===== config.mk =====
export PLATFORM = sky130hd
export DESIGN_NAME = alu_cond_stage
export DESIGN_NICKNAME = d
export VERILOG_FILES = /design/src/rtl/alu_cond_stage_pkg.sv /design/src/rtl/alu_cond_stage_cond_check.sv /design/src/rtl/alu_cond_stage.sv
export SDC_FILE = /design/constraint.sdc
export NUM_CORES = 1
export LEC_CHECK = 0
export CORE_ASPECT_RATIO = 0.6
export CORE_MARGIN = 3
export CORE_UTILIZATION = 35
export DETAILED_ROUTE_END_ITERATION = 10
export PLACE_DENSITY = 0.78
export SYNTH_ARGS = -nofsm -noshare
export SYNTH_HDL_FRONTEND = slang
export SYNTH_SLANG_ARGS = --single-unit

===== constraint.sdc =====
create_clock -name clk -period 2.5 [get_ports clk]
set_clock_uncertainty 0.15 [all_clocks]
set_input_delay 0.5 -clock clk [delete_from_list [all_inputs] [get_ports clk]]
set_output_delay 0.5 -clock clk [all_outputs]
set_load 0.02 [all_outputs]

===== src/rtl/alu_cond_stage_pkg.sv =====
// Shared ARM condition-field encodings and NZCV flag bit positions.
package arm_pkg;

  typedef enum logic [3:0] {
    COND_EQ = 4'b0000,
    COND_NE = 4'b0001,
    COND_CS = 4'b0010,
    COND_CC = 4'b0011,
    COND_MI = 4'b0100,
    COND_PL = 4'b0101,
    COND_VS = 4'b0110,
    COND_VC = 4'b0111,
    COND_HI = 4'b1000,
    COND_LS = 4'b1001,
    COND_GE = 4'b1010,
    COND_LT = 4'b1011,
    COND_GT = 4'b1100,
    COND_LE = 4'b1101,
    COND_AL = 4'b1110,
    COND_NV = 4'b1111
  } cond_t;

  localparam int FLAG_N = 3;
  localparam int FLAG_Z = 2;
  localparam int FLAG_C = 1;
  localparam int FLAG_V = 0;

endpackage


===== src/rtl/alu_cond_stage_cond_check.sv =====
// Combinational evaluation of an ARM condition field against stored NZCV flags.
module cond_check
  import arm_pkg::*;
(
  input  logic [3:0] Cond,
  input  logic [3:0] Flags,
  output logic       cpass
);

  logic n, z, c, v;

  assign n = Flags[FLAG_N];
  assign z = Flags[FLAG_Z];
  assign c = Flags[FLAG_C];
  assign v = Flags[FLAG_V];

  always_comb begin
    // NOTE: every always_comb output gets a default first so no path can infer a latch.
    cpass = 1'b0;
    case (cond_t'(Cond))
      COND_EQ: cpass = z;
      COND_NE: cpass = ~z;
      COND_CS: cpass = c;
      COND_CC: cpass = ~c;
      COND_MI: cpass = n;
      COND_PL: cpass = ~n;
      COND_VS: cpass = v;
      COND_VC: cpass = ~v;
      COND_HI: cpass = c & ~z;
      COND_LS: cpass = ~c | z;
      COND_GE: cpass = (n == v);
      COND_LT: cpass = (n != v);
      COND_GT: cpass = ~z & (n == v);
      COND_LE: cpass = z | (n != v);
      COND_AL: cpass = 1'b1;
      default: cpass = 1'b0;
    endcase
  end

endmodule


===== src/rtl/alu_cond_stage.sv =====
// ALU result register, NZCV flag register and condition-gated write enables.
// Optional COND_STATS_EN adds saturating executed/skipped instruction counters.
module alu_cond_stage
  import arm_pkg::*;
#(
  parameter int WIDTH     = 32,
  parameter int CNT_WIDTH = 32
) (
  input  logic             clk,
  input  logic             reset,
  input  logic [WIDTH-1:0] ALUResult,
  input  logic [3:0]       ALUFlags,
  input  logic [3:0]       Cond,
  input  logic [1:0]       FlagW,
  input  logic             CondLatch,
  input  logic             PCS,
  input  logic             NextPC,
  input  logic             RegW,
  input  logic             MemW,
  input  logic             NoWrite,
  output logic [WIDTH-1:0] ALUOut,
  output logic [3:0]       Flags,
  output logic             CondEx,
  output logic             PCWrite,
  output logic             RegWrite,
  output logic             MemWrite
`ifdef COND_STATS_EN
  ,
  output logic [CNT_WIDTH-1:0] ExecCount,
  output logic [CNT_WIDTH-1:0] SkipCount
`endif
);

  logic [WIDTH-1:0] alu_out_q;
  logic [3:0]       flags_q, flags_d;
  logic             cond_ex_q, cond_ex_d;
  logic             cpass;

  cond_check u_cond_check (
    .Cond  (Cond),
    .Flags (flags_q),
    .cpass (cpass)
  );

  // A failed condition blocks both flag groups; ALUFlags is never sampled when not selected.
  always_comb begin
    flags_d = flags_q;
    if (FlagW[1] && cpass) flags_d[FLAG_N:FLAG_Z] = ALUFlags[FLAG_N:FLAG_Z];
    if (FlagW[0] && cpass) flags_d[FLAG_C:FLAG_V] = ALUFlags[FLAG_C:FLAG_V];
    cond_ex_d = CondLatch ? cpass : cond_ex_q;
  end

  always_ff @(posedge clk) begin
    // NOTE: sequential state uses non-blocking assignment so all flops update from pre-edge values.
    if (reset) begin
      alu_out_q <= '0;
      flags_q   <= '0;
      cond_ex_q <= 1'b0;
    end else begin
      alu_out_q <= ALUResult;
      flags_q   <= flags_d;
      cond_ex_q <= cond_ex_d;
    end
  end

  assign ALUOut   = alu_out_q;
  assign Flags    = flags_q;
  assign CondEx   = cond_ex_q;
  assign PCWrite  = NextPC | (PCS & cond_ex_q);
  assign RegWrite = RegW & cond_ex_q & ~NoWrite;
  assign MemWrite = MemW & cond_ex_q;

`ifdef COND_STATS_EN
  logic [CNT_WIDTH-1:0] exec_cnt_q, exec_cnt_d;
  logic [CNT_WIDTH-1:0] skip_cnt_q, skip_cnt_d;

  always_comb begin
    exec_cnt_d = exec_cnt_q;
    skip_cnt_d = skip_cnt_q;
    if (CondLatch) begin
      if (cpass) begin
        if (exec_cnt_q != '1) exec_cnt_d = exec_cnt_q + 1'b1;
      end else begin
        if (skip_cnt_q != '1) skip_cnt_d = skip_cnt_q + 1'b1;
      end
    end
  end

  always_ff @(posedge clk) begin
    if (reset) begin
      exec_cnt_q <= '0;
      skip_cnt_q <= '0;
    end else begin
      exec_cnt_q <= exec_cnt_d;
      skip_cnt_q <= skip_cnt_d;
    end
  end

  assign ExecCount = exec_cnt_q;
  assign SkipCount = skip_cnt_q;
`endif

endmodule


==> metrics <==
status=finished, final reports clean; RR Startpoint=Flags[3]; Max Fclk=between 400 and 500 MHz; actual slew at the worst max-slew pin=0.418 ns; fin nets=270; crit path DAT=1.69 ns; RSZ-0062 raised after global routing=no; vias in the first global route=1191; initial antenna violation count=0; Yosys warnings=0; Core ar.=approximately 0.0035 mm^2; die height=around 54 um; Initial Util=around two fifths; Hold-fix buffers, CTS=0; Lkg Pwr=0.000958 uW; adder-cell share of the synthesized area=0%; worst r2r dst=Flags[2]; DR vias/cell=between 4 and 5; port bufs=between 80 and 90; CP required=between 1.5 and 2 ns; CTS tree=done; DR iter-0 viols=22; n_diodes=0; CTS root buffer=clkbuf_8; Setup crit end kind=output pin; pwr dens=594 mW/mm^2; WL final=approximately 3500 um; Post-synth ARST share=0%; Max IR drop VDD=362 uV; CTS buffer count=5; mux cell area share after synthesis=under 10%; Post-Synth Simple-Gate Area=roughly 29%; Sink Count=37; first-pass GRT wire length=5580 um; M2 GR Usage=around a quarter; post-synthesis compound-gate area fraction=approximately 7.7%; dpl ws=-0.139 ns; Combinational Power Share=20.1%; Setup crit end=RegWrite; power share of the sequential group=44.8%; final core occ=between 60% and 70%; worst hold path class=reg2reg; Final Hold Viols=0; Fin Setup TNS=0 ns; final RePlAce weighted congestion=0.848; syn_area_per_cell=around 11 um^2; xor/xnor cell area share of the yosys netlist=approximately 2.0%; fraction of layout cells with a size suffix above 1=8.60%; CP Max Fanout=1; die width=around 86 um; R2R depth=5; Top FF cell, synth=dfxtp_1; grt total ovfl=0; maximum root-to-sink buffer count=2; H-tree levels=2; library cells used by synthesis=34; Int Power=around 1100 uW; met3 usage=7.95%; relative slew slack=a little under three quarters; largest net degree at the start of global routing=17; #FFs+latches synth=37; Clk pwr share=between 30% and 40%; post-synthesis instance total=125; Max Cap Viol=0; net switching power=around 340 uW; Crit. Startpoint=RegW; setup slack after layout=0.161 ns; kind of critical path=in2out; GRT Max-Usage Layer=met2; Syn Nets=175; Total GRT Usage=between 10% and 20%; fin crit period=2.34 ns; combinational family with the most area after synthesis=simple AND/OR/NAND/NOR gates; area grow syn2layout=79.9%; I/O pin total=90; FP Rows=16; Pwr Total=between 1000 and 1500 uW; CP startpoint kind=input pin; min-delay src=Flags[1]; routed vias=approximately 1.2k; Seq/Total Area, Yosys=between 50% and 60%; DP HPWL=2920 um; Setup-failing EPs final=0; met1 GRT Util=roughly a fifth; Final Cycle Share=slightly above 90%; Post-route DRC=0; switch share=23.7%; Synth Cell Area=0.00134 mm^2; worst skew pair latency=approximately 0.28 ns; drt pass-1 iters=4; final slew viol count=0; Hold Slack=0.413 ns; Worst-path clk slew=approximately 0.070 ns; wire per inst=around 13 um; die area=0.00463 mm^2; R2R Setup Slk=approximately 0.55 ns; Post-synth EDFFs=0; post-route ant nets=0
-- per-layer routing --
layer	wire (um)	part of all wire, %
met2	1520	43
met4	10	0.28
met3	434	12
met1	1580	45
met5	0	0
-- logic make-up after synthesis --
kind of cell,count (synthesis)
AOI/OAI and AO/OA,11
xor gates and xnor gates,3
buffers and inverters,9
DFF,37
muxes,4
and+or+nand+nor,61
-- cell type report --
type                            instances  area [um^2]
Clock buffer                            5         68.8
Clock inverter                          3         46.3
Timing Repair Buffer                   95          938
Sequential cell                        37          741
Multi-Input combinational cell         79          553
Inverter                                2         7.51
Tap cell                               45         56.3
Fill cell                             263         1050
-- registers in the layout, summed over array words and instances (netlist names) --
signal	count
Flags	4
CondEx	1
ALUOut	32
-- synth_stat cells, drive strengths merged (2+ instances only) --
cell type  count  share of area (%)
o31ai          2                1.9
nand2b         7                3.3
nor3b          2                1.1
a31oi          2               0.93
inv            2               0.56
clkbuf         4                1.1
and2           2               0.93
mux2i          4                3.0
buf            3                1.8
a21o           2                1.1
nand2          3                1.0
dfxtp         37                 55
nor2           4                1.1
nor2b         33                 15
xor2           2                1.3
-- through the flow --
| step | cells | cell area [um^2] |
|---|---|---|
| floorplan | 125 | 1340 |
| global placement | 258 | 2290 |
| detailed placement | 258 | 2290 |
| CTS | 266 | 2410 |
| global route | 266 | 2410 |
| finish | 266 | 2410 |
-- critical path, stage by stage --
cell,delay (ns)
clkdlybuf4s50_1,0.46
nand2_1,0.05
nor2_1,0.08
clkdlybuf4s50_1,0.60
-- power groups by stage --
stage	Clock (uW)	Sequential, uW	Combinational (uW)
after CTS	518	642	291
after floorplan	0	694	81.6
after global routing	546	646	307
after global placement	0	653	285
after detailed placement	0	655	289
final	503	641	288
-- placed cells by master, fill, tap and decap left out, drive strengths merged, types with 2 or more instances in the layout --
cell type	count
nand2	3
buf	6
clkdlybuf4s50	88
inv	2
nor2	4
a21o	2
a31oi	2
and2	2
clkbuf	5
dfxtp	37
nor2b	33
nand2b	7
nor3b	2
mux2i	4
xor2	2
o31ai	2
-- worst min-delay path by stage --
| stage | endpoint | slack (ns) | depth (start not counted) |
|---|---|---|---|
| 6_report | Flags[1] | 0.41 | 2 |
| 5_1_grt | Flags[1] | 0.43 | 2 |
| 3_5_place_dp | Flags[1] | 0.40 | 2 |
| 2_1_floorplan | Flags[1] | 0.43 | 2 |
| 4_1_cts | Flags[1] | 0.42 | 2 |
| 3_3_place_gp | Flags[1] | 0.39 | 2 |
-- timing repair --
| item | CTS | global route |
|---|---|---|
| setup endpoints to repair | 0 | 1 |
| gates resized for setup | 0 | 1 |
| setup buffers | 0 | 0 |
No activity file was read; power rests on OpenSTA's default activity.
